## src/rtl/chunked_alu.sv

```systemverilog
// chunked_alu: chunk-serial add / subtract / accumulate behind the 12-bit
// tapeout harness. Operands arrive LSB chunk first, six bits per cycle,
// are combined with a registered carry, and stream back out LSB first.
module chunked_alu #(
  parameter int NCHUNK  = 4,
  parameter bit ACC_SAT = 1'b0
) (
  input  logic        clock,
  input  logic        reset,
  input  logic [11:0] io_in,
  output logic [11:0] io_out
);

  localparam int         W    = 6 * NCHUNK;
  localparam logic [3:0] LAST = 4'(NCHUNK - 1);

  localparam logic [1:0] OP_ADD = 2'b00;
  localparam logic [1:0] OP_SUB = 2'b01;
  localparam logic [1:0] OP_ACC = 2'b10;
  localparam logic [1:0] OP_CLR = 2'b11;

  typedef enum logic [2:0] {
    IDLE    = 3'd0,
    LOAD_A  = 3'd1,
    LOAD_B  = 3'd2,
    COMPUTE = 3'd3,
    OUTPUT  = 3'd4
  } state_t;

  logic [5:0] chunk;
  logic       in_valid;
  logic [1:0] op_in;
  logic       abort;
  logic       unused_in;

  assign chunk     = io_in[5:0];
  assign in_valid  = io_in[6];
  assign op_in     = io_in[8:7];
  assign abort     = io_in[9];
  assign unused_in = ^io_in[11:10];

  state_t     state;
  logic [1:0] op;
  logic [W-1:0] a_reg, b_reg, res_reg, acc;
  logic       carry;
  logic       flag_reg;
  logic [3:0] cnt;
  logic [3:0] stat;
  logic [5:0] out_data;
  logic       out_valid;
  logic       out_flag;

  // Operands and result are shift registers: new chunks enter at the top,
  // so after NCHUNK shifts chunk 0 sits in the low six bits.
  logic [W-1:0] a_next, b_next, res_next, res_final;
  logic [5:0]   b_term;
  logic [6:0]   sum;

  assign a_next    = W'({chunk, a_reg} >> 6);
  assign b_next    = W'({chunk, b_reg} >> 6);
  assign b_term    = (op == OP_SUB) ? ~b_reg[5:0] : b_reg[5:0];
  assign sum       = {1'b0, a_reg[5:0]} + {1'b0, b_term} + {6'b0, carry};
  assign res_next  = W'({sum[5:0], res_reg} >> 6);
  assign res_final = (op == OP_ACC && ACC_SAT && sum[6]) ? {W{1'b1}} : res_next;

  assign io_out = {stat, out_flag, out_valid, out_data};

  // Status nibble mirrors the state being entered: {state code, busy}.
  function automatic logic [3:0] status_of(input state_t s);
    return {s, (s != IDLE)};
  endfunction

  // Whole controller: operand loading, serial arithmetic, result streaming.
  always_ff @(posedge clock or negedge reset) begin
    if (!reset) begin
      state     <= IDLE;
      op        <= OP_ADD;
      a_reg     <= '0;
      b_reg     <= '0;
      res_reg   <= '0;
      acc       <= '0;
      carry     <= 1'b0;
      flag_reg  <= 1'b0;
      cnt       <= '0;
      stat      <= '0;
      out_data  <= '0;
      out_valid <= 1'b0;
      out_flag  <= 1'b0;
    end else begin
      out_data  <= '0;
      out_valid <= 1'b0;
      out_flag  <= 1'b0;
      if (state != IDLE && abort) begin
        state <= IDLE;
        stat  <= status_of(IDLE);
        cnt   <= '0;
      end else begin
        case (state)
          IDLE: begin
            if (in_valid) begin
              if (op_in == OP_CLR) begin
                acc <= '0;
              end else begin
                op    <= op_in;
                a_reg <= a_next;
                if (NCHUNK == 1) begin
                  cnt <= '0;
                  if (op_in == OP_ACC) begin
                    b_reg <= acc;
                    carry <= 1'b0;
                    state <= COMPUTE;
                    stat  <= status_of(COMPUTE);
                  end else begin
                    state <= LOAD_B;
                    stat  <= status_of(LOAD_B);
                  end
                end else begin
                  cnt   <= 4'd1;
                  state <= LOAD_A;
                  stat  <= status_of(LOAD_A);
                end
              end
            end
          end
          LOAD_A: begin
            if (in_valid) begin
              a_reg <= a_next;
              if (cnt == LAST) begin
                cnt <= '0;
                if (op == OP_ACC) begin
                  b_reg <= acc;
                  carry <= 1'b0;
                  state <= COMPUTE;
                  stat  <= status_of(COMPUTE);
                end else begin
                  state <= LOAD_B;
                  stat  <= status_of(LOAD_B);
                end
              end else begin
                cnt <= cnt + 4'd1;
              end
            end
          end
          LOAD_B: begin
            if (in_valid) begin
              b_reg <= b_next;
              if (cnt == LAST) begin
                cnt   <= '0;
                carry <= (op == OP_SUB);
                state <= COMPUTE;
                stat  <= status_of(COMPUTE);
              end else begin
                cnt <= cnt + 4'd1;
              end
            end
          end
          COMPUTE: begin
            a_reg <= a_reg >> 6;
            b_reg <= b_reg >> 6;
            carry <= sum[6];
            if (cnt == LAST) begin
              cnt      <= '0;
              res_reg  <= res_final;
              flag_reg <= (op == OP_SUB) ? ~sum[6] : sum[6];
              if (op == OP_ACC) begin
                acc <= res_final;
              end
              state <= OUTPUT;
              stat  <= status_of(OUTPUT);
            end else begin
              res_reg <= res_next;
              cnt     <= cnt + 4'd1;
            end
          end
          OUTPUT: begin
            out_data  <= res_reg[5:0];
            out_valid <= 1'b1;
            res_reg   <= res_reg >> 6;
            if (cnt == LAST) begin
              out_flag <= flag_reg;
              cnt      <= '0;
              state    <= IDLE;
              stat     <= status_of(IDLE);
            end else begin
              cnt <= cnt + 4'd1;
            end
          end
          default: begin
            state <= IDLE;
            stat  <= status_of(IDLE);
            cnt   <= '0;
          end
        endcase
      end
    end
  end

endmodule

```

## config.mk

```make
export PLATFORM = sky130hd
export DESIGN_NAME = chunked_alu
export DESIGN_NICKNAME = d
export VERILOG_FILES = /design/src/rtl/chunked_alu.sv
export SDC_FILE = /design/constraint.sdc
export NUM_CORES = 1
export LEC_CHECK = 0
export ABC_AREA = 1
export BUFFER_PORTS_ARGS = -buffer_cell sky130_fd_sc_hd__buf_2
export CORE_ASPECT_RATIO = 1.5
export CORE_MARGIN = 3
export CORE_UTILIZATION = 63
export CTS_BUF_LIST = sky130_fd_sc_hd__clkbuf_2
export DETAILED_ROUTE_END_ITERATION = 8
export PLACE_DENSITY = 0.88
export SETUP_SLACK_MARGIN = 0.15
export SLEW_MARGIN = 0
export SYNTH_ARGS = -nofsm -noshare
export SYNTH_HDL_FRONTEND = slang
export SYNTH_SLANG_ARGS = --single-unit
```

## constraint.sdc

```tcl
create_clock -name clock -period 3.5 [get_ports clock]
set_clock_uncertainty 0.15 [all_clocks]
set_input_delay 0.7 -clock clock [delete_from_list [all_inputs] [get_ports clock]]
set_output_delay 0.7 -clock clock [all_outputs]
set_load 0.1 [all_outputs]
```

* After elaboration in Yosys (flattened, before gate mapping)
Index checks and enable logic that the tools add are counted.
** Cells by class
- Add/subtract/negate cells :: 3
- Equality and inequality tests :: 27
- Mux-type cells :: 58
- Bitwise gates (word level) :: 4
- Reduce and logical (&&, ||, !) cells :: 18
** Operators by type and width (count)
- $mux 24 :: 11
- $pmux 24 s3 :: 2
- $pmux 24 s2 :: 2
- $mux 4 :: 14
- $mux 3 :: 9
- $ne 3x3->1 const B :: 8
- $ne 2x2->1 const B :: 10
- $pmux 4 s5 :: 1
- $mux 6 :: 3
- $pmux 3 s5 :: 1
- $mux 1 :: 12
- $pmux 4 s3 :: 1
- $reduce_and 6->1 :: 2
- $reduce_bool 3->1 :: 3
- $reduce_and 8->1 :: 1
- $add 6x6->7 :: 1
- $add 7x1->7 :: 1
- $reduce_and 7->1 :: 1
- $eq 3x2->1 const B :: 2
- $not 6->6 :: 1
- $reduce_and 3->1 :: 2
- $reduce_and 5->1 :: 1
- $add 4x1->4 const B :: 1
- $eq 2x2->1 const B :: 2
- other kinds (14) :: 18
** Word-level totals
- Register bits :: 119
- Input bits :: 14
- Output and inout port bits :: 12
- Logic and storage cells :: 123

* Depth between registers and ports, before layout
- Depth in word-level cells :: 7
- Gate-level depth with buffers :: 12
- Gate-level depth less buffers :: 12

* Worst setup path before layout
Ideal clock, no wire load.
- Kind :: register to register
- Start :: register state[0]
- End :: register acc[8]
- Setup time :: 0.116 ns
- Arrival :: 1.998 ns
- Required time :: 3.234 ns
- Setup slack :: 1.236 ns
- Stages on the path, launching flop included :: 12
- Period minus slack after synthesis :: 2.264 ns
- Path through :: dfrtp_1 buf_6 nand2_2 nor2_4 nand2_1 nand2_1 nand2_1 nor2_2 inv_2 buf_2 nand2_1 nand2_1
** Between the ends
- Word-level cells in the longest chain between the ends :: 4
** Ends and longest elaborated chain
- start: declaration :: RTL line 42 : state_t state;
- start signal: assignment :: RTL line 76 : state <= IDLE;
- start signal: assignment :: RTL line 94 : state <= IDLE;
- start signal: assignment :: RTL line 111 : state <= COMPUTE;
- branches (longest 4 deep; another with $reduce_and 6->1)
- end signal: assignment :: RTL line 166 : acc <= res_final;
- end: declaration :: RTL line 44 : logic [W-1:0] a_reg, b_reg, res_reg, acc;
Parallel ways; which one is timed is not known.
A chain may end at the register's enable or synchronous reset.

==> impl_metrics.toml <==
[routing]
drc = 0
viasPerCell = 5.41
avgRoutedWirePerCell_um = 14.2
ant_nets = 0
first_pass_iters = 5
wirelength_um = 11200
vias = 4291
drt-initial-drc-count = 311

[cells_and_area]
regArea_um2 = 2900
fillers = 703
final_util = 0.682
diodes = 0
multi_input_area_um2 = 2240
nets = 698
areaGrowthSynthToFinish_pct = 4.71
layout-drive-gt1-share = 0.130

[setup_path]
rr_startpoint = "op[1]$_DFFE_PN0P_"
cp_slowest_cell = "dfrtp_1"
worstPathCellList = "buf_2"
critPathKind = "reg2out"
cp_top_family = "flip-flops"
critPathCaptureType = "output port"
worstPathRequired_ps = 2650
critical-path-max-stage-delay_ps = 690
crit_fanout = 10
cp_num_buf_inv = 1
crit_start = "state[0]$_DFFE_PN0P_"
startpoint_type = "flip-flop"
crit_arrival_ps = 1890

[global_routing]
antenna_found_initial = 0
grt_pass1_vias = 4221
grt_max_degree = 67
grt_util_all_layers = 0.260
grt_pass1_wl_um = 19500
overflow = 0

[sta]
tns_ps = 0
rsz0062_at_grt = "no"
slew_headroom = 0.395
max_freq_mhz = 365
slew_viol_final = 0
finalHoldViolCount = 0
fin_ws_ps = 761
finalCritPeriodShare = 0.783
post-route-min-period_ps = 2740
worst_pin_slew_ps = 904
setup_violations = 0

[die]
core_um2 = 8520
die-area_um2 = 9990
rows = 41
fp.dieH_um = 121
die_w_um = 82.6
start_util = 0.651
pin_count = 26

[power_and_ir_drop]
pwr_density_cell_nw_per_um2 = 800
pwr-share-clk = 0.153
ir_drop_uv = 619
combPwrFrac = 0.424
sequentialPowerShare = 0.423
p_leak_nw = 3.18
swShare = 0.457
intPower_mw = 2.52
p_sw_mw = 2.13

[placed_design]
dp_hpwl_um = 7680
gp_congestion = 0.976
port_buffers = 23
pre_cts_slack_ps = 1050

[clock_network]
path_clk_slew_ps = 160
cts_buffers = 17
cts.sinks = 116
clk_latency_ps = 680
root_buffer = "clkbuf_2"
cts_tree = "built"
cts.htree.levels = 4
cts_resized = 0
cts_buffer_depth = 2

[synthesis]
synth_area_um2 = 5550
ys_seq_area_frac = 0.523
ys_ff_latch = 116
ys_warn_count = 0
synth_cells = 657
syn_area_per_cell_um2 = 8.44
ys_types = 31
synth_nets = 679

[run]
max_cap_viol_count = 0

[outcome]
status = "finished clean"

[hold_path]
hold_start = "io_in[3]"
hp-class = "in2reg"
## layout make-up
class / instances / area share
clock buffers: 21 / 0.0181
clock inverters: 8 / 0.0110
inverters: 54 / 0.0353
multi-input cells: 461 / 0.386
flip-flops and latches: 116 / 0.500
well taps: 107 / 0.0230
repair buffers: 26 / 0.0267
## tightest hold or removal path, stage by stage
cell and delay [ps]:
buf_2 90, nand3_1 70, nand2_1 60
## final timing paths
kind | cells after the start | end | slack (ps)
worst max register to register | 10 | acc[22]$_DFFE_PN0P_ | 980
worst min-delay path | 3 | a_reg[21]$_DFFE_PN0P_ | 110
max in group asynchronous | 3 | acc[17]$_DFFE_PN0P_ | 1900
worst min register to register | 2 | a_reg[1]$_DFFE_PN0P_ | 340
worst max-delay path | 1 | io_out[9] | 760
min in group asynchronous | 2 | res_reg[5]$_DFFE_PN0P_ | 510
## placed cells by master (no fill, tap or decap), drive strengths merged
cell | Yosys | routed
a21oi | 8 | 8
a22o | 2 | 2
buf | 21 | 25
bufinv | 0 | 1
clkbuf | 5 | 21
clkinv | 0 | 6
clkinvlp | 0 | 1
dfrtp | 116 | 116
dlygate4sd3 | 0 | 1
fa | 2 | 2
ha | 6 | 6
inv | 54 | 54
nand2 | 291 | 291
nand3 | 40 | 40
nand4 | 8 | 8
nor2 | 19 | 19
nor3 | 1 | 1
o21ai | 73 | 73
xnor2 | 8 | 8
xor2 | 3 | 3
## stage by stage
step / area, um2 / power, mW / cells / hold WS [ps]
2_1_floorplan: 5550 / 3.61 / 657 / 254
3_3_place_gp: 5630 / 3.83 / 763 / 301
3_5_place_dp: 5630 / 3.94 / 763 / 310
4_1_cts: 5810 / 4.67 / 793 / 61.5
5_1_grt: 5810 / 5.04 / 793 / 50.4
6_report: 5810 / 4.65 / 793 / 114
## cells in the mapped netlist (all sizes together)
cell	number	area share
ha	6	0.014
nand2	291	0.21
nor3	1	0.0029
xor2	3	0.0047
a22o	2	0.0032
buf	21	0.032
xnor2	8	0.013
dfrtp	116	0.52
a21oi	8	0.0072
nand3	40	0.039
clkbuf	5	0.0034
inv	54	0.037
fa	2	0.0072
nor2	19	0.022
nand4	8	0.010
o21ai	73	0.075
## what timing repair did
item	4_1_cts	5_1_grt
endpoints found under the setup margin	0	0
setup buffers	0	0
hold buffers	1	0
endpoints found under the hold margin	65	0
## power by group through the flow
| stage | sequential [mW] | combinational [mW] | clock [mW] |
|---|---|---|---|
| 2_1_floorplan | 2.01 | 1.60 | 0 |
| 3_3_place_gp | 1.97 | 1.87 | 0 |
| 5_1_grt | 2.00 | 2.24 | 0.794 |
| 6_report | 1.96 | 1.97 | 0.712 |
| 3_5_place_dp | 1.99 | 1.96 | 0 |
| 4_1_cts | 1.96 | 1.98 | 0.729 |
## kinds of logic after synthesis
| kind of cell | share of synthesized area |
|---|---|
| xor gates and xnor gates | 0.0174 |
| AOI/OAI and AO/OA | 0.0857 |
| and+or+nand+nor | 0.281 |
| buffers and inverters | 0.0724 |
| DFF | 0.523 |
| adders and majority gates | 0.0207 |
## per-layer routing
layer	wire length (um)	vias to the layer above	GRT usage
met4	351	0	0.110
li1	-	2102	-
met1	4460	2038	0.317
met3	486	35	0.0773
met5	0	-	0
met2	5950	116	0.424
Note: power is estimated with default switching activity, not from simulation.
